===== src/rtl/pal_loader.sv =====
// Palette loader: captures a 32-entry palette from the HPS ROM download (slot 0,
// bytes 0x18000-0x1801F) and serves registered 12-bit RGB lookups. Optional macro
// PAL_SHADOW_EN adds a shadow table and a 32-cycle COMMIT copy into the live table.
module pal_loader (
  input  logic        clk_sys,
  input  logic        reset_n,
  input  logic        ioctl_download,
  input  logic [7:0]  ioctl_index,
  input  logic        ioctl_wr,
  input  logic [24:0] ioctl_addr,
  input  logic [7:0]  ioctl_dout,
  input  logic        pix_en,
  input  logic [4:0]  pix_idx,
  input  logic        blank,
  output logic [11:0] pal_rgb,
  output logic        pal_valid,
  output logic        pal_err,
  output logic        busy
);

  localparam int unsigned NUM_ENT = 32;
  localparam int unsigned EW      = 5;
  localparam int unsigned DW      = 8;
  localparam int unsigned RGBW    = 12;
  localparam int unsigned WINW    = 19;
  localparam logic [WINW-1:0] WIN_BASE = {16'h0180, 3'b000};

`ifdef PAL_SHADOW_EN
  typedef enum logic [1:0] {ST_IDLE = 2'd0, ST_LOAD = 2'd1, ST_COMMIT = 2'd2} state_e;
`else
  typedef enum logic [1:0] {ST_IDLE = 2'd0, ST_LOAD = 2'd1} state_e;
`endif

  state_e               state_q, state_d;
  logic                 dl_q;
  logic [NUM_ENT-1:0]   mask_q, mask_d;
  logic                 valid_q, valid_d;
  logic                 err_q, err_d;
  logic                 busy_q, busy_d;
  logic [RGBW-1:0]      rgb_q, rgb_d;
  logic [DW-1:0]        live_q [NUM_ENT];

`ifdef PAL_SHADOW_EN
  logic [DW-1:0]        shadow_q [NUM_ENT];
  logic [EW-1:0]        cnt_q, cnt_d;
  logic                 pend_q, pend_d;
  logic                 commit_done;
`endif

  logic                 dl_rise, dl_fall, sel_rom, cap, mask_full, enter_load, show;
  logic [EW-1:0]        cap_ent;
  logic [DW-1:0]        ent;
  logic                 addr_unused;

  assign addr_unused = ioctl_addr[24];
  assign dl_rise     = ioctl_download & ~dl_q;
  assign dl_fall     = ~ioctl_download & dl_q;
  assign sel_rom     = (ioctl_index == 8'd0);
  assign cap_ent     = ioctl_addr[EW-1:0];
  assign cap         = (state_q == ST_LOAD) && sel_rom && ioctl_download && ioctl_wr &&
                       (ioctl_addr[23:5] == WIN_BASE);
  assign mask_full   = &mask_q;
  assign enter_load  = (state_q != ST_LOAD) && (state_d == ST_LOAD);
  assign ent         = live_q[pix_idx];

`ifdef PAL_SHADOW_EN
  assign commit_done = (state_q == ST_COMMIT) && (cnt_q == EW'(NUM_ENT - 1));
  assign show        = !blank && valid_q && (state_q != ST_COMMIT);
`else
  assign show        = !blank && valid_q;
`endif

  // State register
  always_ff @(posedge clk_sys or negedge reset_n) begin
    if (!reset_n) state_q <= ST_IDLE;
    else          state_q <= state_d;
  end

  // Next-state logic; a download raised during COMMIT resumes as LOAD afterwards
  always_comb begin
    state_d = state_q;
    case (state_q)
      ST_IDLE: if (dl_rise && sel_rom) state_d = ST_LOAD;
`ifdef PAL_SHADOW_EN
      ST_LOAD: if (dl_fall) state_d = mask_full ? ST_COMMIT : ST_IDLE;
      ST_COMMIT: if (commit_done) state_d = (pend_q && ioctl_download) ? ST_LOAD : ST_IDLE;
`else
      ST_LOAD: if (dl_fall) state_d = ST_IDLE;
`endif
      default: state_d = ST_IDLE;
    endcase
  end

  // Output and datapath next values
  always_comb begin
    mask_d  = mask_q;
    valid_d = valid_q;
    err_d   = err_q;
    busy_d  = (state_d != ST_IDLE);
    rgb_d   = rgb_q;
`ifdef PAL_SHADOW_EN
    cnt_d   = cnt_q;
    pend_d  = pend_q;
`endif

    if (enter_load)
      mask_d = '0;
    else if (cap)
      mask_d = mask_q | (NUM_ENT'(1) << cap_ent);

`ifdef PAL_SHADOW_EN
    if (state_q == ST_LOAD && dl_fall && !mask_full)
      err_d = 1'b1;
    if (state_q == ST_COMMIT) begin
      cnt_d = cnt_q + EW'(1);
      if (dl_rise && sel_rom) pend_d = 1'b1;
      else if (dl_fall)       pend_d = 1'b0;
      if (commit_done) begin
        valid_d = 1'b1;
        err_d   = 1'b0;
        pend_d  = 1'b0;
        cnt_d   = '0;
      end
    end
`else
    if (enter_load)
      valid_d = 1'b0;
    if (state_q == ST_LOAD && dl_fall) begin
      valid_d = mask_full;
      err_d   = !mask_full;
    end
`endif

    if (pix_en)
      rgb_d = show ? {ent[7:6], ent[1:0], ent[5:4], ent[1:0], ent[3:2], ent[1:0]}
                   : RGBW'(0);
  end

  // Control and output registers
  always_ff @(posedge clk_sys or negedge reset_n) begin
    if (!reset_n) begin
      dl_q    <= 1'b0;
      mask_q  <= '0;
      valid_q <= 1'b0;
      err_q   <= 1'b0;
      busy_q  <= 1'b0;
      rgb_q   <= '0;
`ifdef PAL_SHADOW_EN
      cnt_q   <= '0;
      pend_q  <= 1'b0;
`endif
    end else begin
      dl_q    <= ioctl_download;
      mask_q  <= mask_d;
      valid_q <= valid_d;
      err_q   <= err_d;
      busy_q  <= busy_d;
      rgb_q   <= rgb_d;
`ifdef PAL_SHADOW_EN
      cnt_q   <= cnt_d;
      pend_q  <= pend_d;
`endif
    end
  end

  // Table storage, intentionally not reset
  always_ff @(posedge clk_sys) begin
`ifdef PAL_SHADOW_EN
    if (cap)
      shadow_q[cap_ent] <= ioctl_dout;
    if (state_q == ST_COMMIT)
      live_q[cnt_q] <= shadow_q[cnt_q];
`else
    if (cap)
      live_q[cap_ent] <= ioctl_dout;
`endif
  end

  assign pal_rgb   = rgb_q;
  assign pal_valid = valid_q;
  assign pal_err   = err_q;
  assign busy      = busy_q;

endmodule


===== config.mk =====
export PLATFORM = sky130hd
export DESIGN_NAME = pal_loader
export DESIGN_NICKNAME = d
export VERILOG_FILES = /design/src/rtl/pal_loader.sv
export SDC_FILE = /design/constraint.sdc
export NUM_CORES = 1
export LEC_CHECK = 0
export CAP_MARGIN = 30
export CORE_ASPECT_RATIO = 0.5
export CORE_MARGIN = 3
export CORE_UTILIZATION = 55
export CTS_BUF_LIST = sky130_fd_sc_hd__clkbuf_4
export DETAILED_ROUTE_END_ITERATION = 8
export GPL_ROUTABILITY_DRIVEN = 0
export HOLD_SLACK_MARGIN = 0.06
export PLACE_DENSITY = 0.74
export SYNTH_ARGS = -nofsm -noshare
export SYNTH_HDL_FRONTEND = slang
export SYNTH_SLANG_ARGS = --single-unit

===== constraint.sdc =====
create_clock -name clk_sys -period 4.9 [get_ports clk_sys]
set_input_delay 1.225 -clock clk_sys [delete_from_list [all_inputs] [get_ports clk_sys]]
set_output_delay 1.225 -clock clk_sys [all_outputs]
set_load 0.02 [all_outputs]

==> flow_metrics.tcl, run 1 <==
set metrics [dict create \
    cts_buffer_depth 3 \
    drt-pass1-iter-count 5 \
    synth_xor_area_share_pct 0 \
    yosys.area_share.simple_pct 7.70 \
    postCtsSetupBuffers 0 \
    final_area_sq_mm 0.0141 \
    hp-class "input pin to asynchronous set/reset pin" \
    synth_edf_count 256 \
    port_buffers 65 \
    hold_viol_final 0 \
    cts_tree "yes" \
    crit_family "simple AND/OR/NAND/NOR gates" \
    fmax_mhz 321 \
    combinationalPowerShare_pct 5.0 \
    boundaryPins 67 \
    wire_per_inst_um 22.3 \
    dp_hpwl_um 16600 \
    async_flop_share_pct 15.2 \
    post_dp_cell_area_sq_mm 0.0131 \
    postCtsHoldBufs 0 \
    seq_area_frac_synth_pct 73.4 \
    synth.avg_cell_area_sq_um 17.5 \
    grt_usage_pct 22.5 \
    crit_path_start_kind "input pin" \
    ant_nets 0 \
    die_area_sq_mm 0.0238 \
    htreeDepth 3 \
    rows 37 \
    crit_type "input pin to flip-flop" \
    cp.depth 6 \
    cts.sinks 302 \
    die_h_um 111 \
    first_iter_violations 640 \
    area_growth_syn_to_layout_pct 16.7 \
    crit_buf_inv 2 \
    post-place-ws_ps 1120 \
    fin_ws_ps 1780 \
    regArea_sq_mm 0.00884 \
    crit_fanout 16 \
    worst_slew_pin_slew_ps 951 \
    synth_top_family_by_area "multiplexers" \
    power_switching_mw 1.07 \
    power.internal_mw 4.07 \
    pwr-share-seq_pct 54.3 \
    overflow 0 \
    crit_slowest_cell "nor2_1" \
    multi_input_area_sq_mm 0.00297 \
    timing.slew.headroom_pct 36.6 \
    initial_core_util_pct 57.3 \
    clock_skew_ps 37.8 \
    reg2reg_depth 5 \
    synth_mux_area_share_pct 11.6 \
    switching_share_pct 20.8 \
    leakagePower_nw 4.81 \
    power_frac_clock_pct 40.8 \
    synth_cell_types 40 \
    yosys_warnings 0 \
    antenna_cells 0 \
    drc 0 \
    worstSetupEndpointType "flip-flop" \
    outcome "finished clean" \
    grt_max_degree 42 \
    finalCriticalPeriod_ps 3120 \
    syn_area_sq_mm 0.0120 \
    setup-violations-final 0 \
    syn_inst 688 \
    root_buffer "clkbuf_4" \
    coreArea_sq_mm 0.0210 \
    num_vias 6700 \
    irDropWorstVdd_mv 0.171 \
    grt_pass1_wl_um 40200 \
    cts.clk_slew.worst_paths_ps 70 \
    critPathMaxStageDelay_ps 700 \
    die_w_um 215 \
    cts_buffers 67 \
    critPathArrivalTime_ps 3380 \
    antenna_found_initial 1 \
    viasPerCell 5.81 \
    synth_compound_area_share_pct 5.27 \
    synth-adder-area-share_pct 0 \
    insertion_delay_ps 660 \
    ys.flop_type "edfxtp_1" \
    powerDensity_mw_per_mm2 365 \
    maxCapViolations 0 \
    crit_required_ps 5160 \
    drive_above_1_share_pct 24.0 \
    period_share_pct 63.6 \
    wl_um 25700 \
    nets 865 \
    rsz0062_at_grt "no" \
    ys_ff_latch 302 \
    slew_violations 0 \
    setup_tns_ps 0 \
    grt_pass1_vias 6933 \
    fill_cells 1425 \
    syn_nets 740 \
    worstPathCellList "clkdlybuf4s50_1 -> nor4b_1 -> and3_1 -> nand4_1 -> buf_4 -> nor2_1" \
    ctsResizeCount 0 \
]
-- through the flow --
| step | hold WS, ps | util (%) | power [mW] | std cells |
|---|---|---|---|---|
| 2_1_floorplan | 441 | - | 2.97 | 688 |
| 3_3_place_gp | 455 | 61.8 | 3.08 | 1029 |
| 3_5_place_dp | 460 | 62.5 | 3.10 | 1036 |
| 4_1_cts | 385 | 66.9 | 5.18 | 1154 |
| 5_1_grt | 374 | 66.9 | 5.35 | 1154 |
| 6_report | 432 | 66.9 | 5.14 | 1154 |
-- cells by family (layout without fill, tap and decap cells) --
logic type / after synthesis / count (layout)
simple gates: 177 / 177
other cells: 1 / 1
flops: 302 / 302
buf+inv: 40 / 214
compound gates: 88 / 88
mux: 80 / 80
-- cell usage after synthesis (all sizes together), types with 2 or more instances --
library cell	instances	share of area, %
buf	27	1.6
o41ai	8	1.1
o21ai	40	1.7
clkbuf	12	0.37
nand3b	7	0.44
mux4	48	9.0
nor4b	2	0.15
a31oi	8	0.42
edfxtp	256	64
dfrtp	46	9.6
mux2i	32	2.7
or3b	2	0.15
nand3	3	0.12
nor4	3	0.16
nor3	2	0.083
nor2	44	1.4
nor2b	14	0.73
nand2	37	1.2
nand4	14	0.73
and2	2	0.10
or3	9	0.47
a211oi	8	0.75
nand2b	34	1.8
a22oi	15	0.93
a21oi	7	0.29
-- worst paths after layout --
kind	startpoint	endpoint	slack, ps
setup / recovery	ioctl_download	live_q[21][7]$_DFFE_PP_	1780
hold / removal	reset_n	mask_q[8]$_DFFE_PN0P_	430
setup reg to reg	state_q[1]$_DFF_PN0_	live_q[21][7]$_DFFE_PP_	2740
hold reg to reg	state_q[1]$_DFF_PN0_	busy$_DFF_PN0_	470
max in group asynchronous	reset_n	state_q[0]$_DFF_PN0_	4010
min in group clk_sys	state_q[1]$_DFF_PN0_	busy$_DFF_PN0_	470
-- layout make-up --
| type | instances | share of cell area, % |
|---|---|---|
| Clock inverter | 15 | 1.15 |
| Sequential cell | 302 | 62.9 |
| Tap cell | 292 | 2.60 |
| Clock buffer | 103 | 5.50 |
| Timing Repair Buffer | 95 | 6.78 |
| Inverter | 1 | 0.0267 |
| Multi-Input combinational cell | 346 | 21.1 |
-- power by group through the flow --
stage / clock, mW / sequential [mW] / combinational, mW
global route: 2.29 / 2.79 / 0.273
CTS: 2.14 / 2.79 / 0.255
detailed placement: 0 / 2.84 / 0.254
finish: 2.09 / 2.79 / 0.255
floorplan: 0 / 2.84 / 0.122
global placement: 0 / 2.84 / 0.234
-- state kept, by name (all words and copies together) (netlist names) --
name / cells
pal_rgb: 8
live_q: 256
pal_err: 1
state_q: 2
dl_q: 1
pal_valid: 1
mask_q: 32
busy: 1
-- layer usage --
metal  vias to the layer above  track usage (%)  wire length, um
met5                         -                0                0
met4                         0             6.29              404
met3                        33             8.00             2440
met2                       287             33.9            11800
met1                      3380             31.5            11100
li1                       3000                -                -
-- cell usage in the layout, fill, tap and decap left out, types with 3 or more instances in the layout --
cell type and count:
edfxtp_1 256, clkbuf_4 103, clkdlybuf4s50_1 61, mux4_2 48, dfrtp_1 46, nor2_1 43, nand2_1 37, nand2b_1 34
mux2i_1 32, o21ai_0 28, buf_4 24, a22oi_1 15, nor2b_1 14, nand4_1 14, o21ai_1 12, clkinv_1 10
or3_1 9, a31oi_1 8, o41ai_2 8, nand3b_1 7, a21oi_1 7, a211oi_2 6, bufinv_16 4, nor4_1 3
nand3_1 3, buf_2 3, buf_8 3, buf_16 3
(Power assumes the default switching activity.)
==> inputs of run 2 (changes only) <==
clock period = 2.9 ns   (was 4.9 ns; I/O delays follow)
==> run 2 against run 1 <==
Compared with the run above: sequential power rose by 69%; clock skew shrank 4.0 ps; die area is the same; clock-buffer cell count fell by 2; via count increased by 2.5%; first-iteration DRC count is 26% lower; sequential share of layout area shrank 0.48 points; flip-flop and latch count unchanged; power up 60%; wire length down 1.4%; register-to-register slack lost 1700 ps.
==> flow_metrics.tcl, run 2 (synthesis gave the netlist of run 1 again) <==
set metrics [dict create \
    wire_per_inst_um 21.3 \
    grt_pass1_vias 7144 \
    outcome "finished clean" \
    die_area_sq_mm 0.0238 \
    drt-pass1-iter-count 7 \
    fin_ws_ps 391 \
    finalCriticalPeriod_ps 2510 \
    post-place-ws_ps 67.2 \
    drive_above_1_share_pct 27.4 \
    power_switching_mw 1.75 \
    dp_hpwl_um 16500 \
    finalNonFillerCells 1190 \
    leakagePower_nw 4.94 \
    fmax_mhz 399 \
    grt_pass1_wl_um 40000 \
    clock_skew_ps 33.8 \
    cts_buffers 66 \
    grt_max_degree 33 \
    drc 0 \
    power_frac_clock_pct 37.6 \
    root_buffer "clkbuf_4" \
    combinationalPowerShare_pct 5.2 \
    coreArea_sq_mm 0.0210 \
    slew_violations 0 \
    rows 37 \
    hp-class "flip-flop to flip-flop" \
    grt_usage_pct 22.3 \
    routed-wl-met3_um 2250 \
    worstSetupEndpointType "primary output" \
    cts_buffer_depth 3 \
    final_common_cell "edfxtp_1" \
    crit_buf_inv 1 \
    crit_required_ps 2170 \
    first_iter_violations 475 \
    cts_tree "yes" \
    worst_slew_pin_slew_ps 593 \
    maxCapViolations 0 \
    ant_nets 0 \
    powerDensity_mw_per_mm2 581 \
    critPathMaxStageDelay_ps 660 \
    final_core_util_pct 67.4 \
    period_share_pct 86.5 \
    timing.slew.headroom_pct 60.3 \
    crit_path_start_kind "flip-flop" \
    switching_share_pct 21.3 \
    hold_viol_final 0 \
    antenna_found_initial 1 \
    met2WireLength_um 11800 \
    setup_tns_ps 0 \
    area_growth_syn_to_layout_pct 17.6 \
    worstPathCellList "clkdlybuf4s50_1" \
    port_buffers 65 \
    initial_core_util_pct 57.3 \
    irDropWorstVdd_mv 0.312 \
    final_cell_mix "edfxtp_1, clkbuf_4, buf_4" \
    wl_um 25400 \
    crit_fanout 3 \
    crit_type "flip-flop to primary output" \
    cts.sinks 302 \
    nets 908 \
    largest_reg_flops 256 \
    viasPerCell 5.77 \
    post_dp_cell_area_sq_mm 0.0134 \
    final_area_sq_mm 0.0142 \
    postCtsSetupBuffers 0 \
    ctsResizeCount 0 \
    post-place-cells 1079 \
    met1_length_um 10500 \
    crit_family "buffers and inverters" \
    htreeDepth 3 \
    max_flop_register "live_q" \
    critPathArrivalTime_ps 1780 \
    die_h_um 111 \
    insertion_delay_ps 660 \
    postCtsHoldBufs 1 \
    antenna_cells 0 \
    setup-violations-final 0 \
    power.internal_mw 6.48 \
    overflow 0 \
    die_w_um 215 \
    fill_cells 1454 \
    pwr-share-seq_pct 57.2 \
    boundaryPins 67 \
    cts.clk_slew.worst_paths_ps 70 \
    num_vias 6866 \
    crit_slowest_cell "clkdlybuf4s50_1" \
    rsz0062_at_grt "no" \
    highest_layer "met5" \
]
## run 2: cell types whose count changed in the layout (fill, tap and decap cells not counted)
| cell | previous run | this run |
|---|---|---|
| buf_4 | 24 | 73 |
| clkbuf_4 | 103 | 101 |
| inv_2 | 1 | 2 |
| buf_8 | 3 | 0 |
| buf_16 | 3 | 0 |
| clkinv_2 | 0 | 1 |
| bufinv_16 | 4 | 0 |
| dlygate4sd3_1 | 0 | 1 |
| clkinv_1 | 10 | 6 |
## run 2: power groups by stage
stage	clock (mW)	combinational [mW]	sequential, mW
2_1_floorplan	0	0.207	4.81
3_3_place_gp	0	0.418	4.80
3_5_place_dp	0	0.431	4.80
4_1_cts	3.18	0.432	4.71
5_1_grt	3.42	0.462	4.71
6_report	3.09	0.429	4.71
## run 2: layer usage
metal | GRT usage [%] | vias to the layer above
li1 | - | 3081
met1 | 30.8 | 3413
met2 | 34.5 | 300
met3 | 5.94 | 70
met4 | 8.84 | 2
met5 | 0 | -
## run 2: final cells by class
cell class | instances | area, sq um | share of cell area, %
clock buffers | 101 | 758 | 5.35
clock inverters | 9 | 35.0 | 0.247
inverters | 1 | 3.75 | 0.0265
multi-input cells | 346 | 2970 | 20.9
flip-flops and latches | 302 | 8840 | 62.4
well taps | 292 | 365 | 2.58
repair buffers | 139 | 1200 | 8.49
## run 2: worst paths after layout
check	endpoint	from	cells past startpoint	slack (ps)
worst max-delay path	pal_valid	pal_valid$_DFFE_PN0P_	1	390
worst min-delay path	mask_q[21]$_DFFE_PN0P_	mask_q[21]$_DFFE_PN0P_	2	480
worst max register to register	pal_rgb[9]$_DFFE_PN0P_	live_q[3][1]$_DFFE_PP_	4	1020
worst min register to register	mask_q[21]$_DFFE_PN0P_	mask_q[21]$_DFFE_PN0P_	2	480
max in group asynchronous	busy$_DFF_PN0_	reset_n	3	1610
min in group asynchronous	mask_q[0]$_DFFE_PN0P_	reset_n	2	520
## run 2: stage by stage
step,power (mW),hold slack (ps)
after global placement,5.22,461
after global routing,8.59,508
after CTS,8.32,476
after floorplan,5.01,429
final,8.23,481
after detailed placement,5.23,471
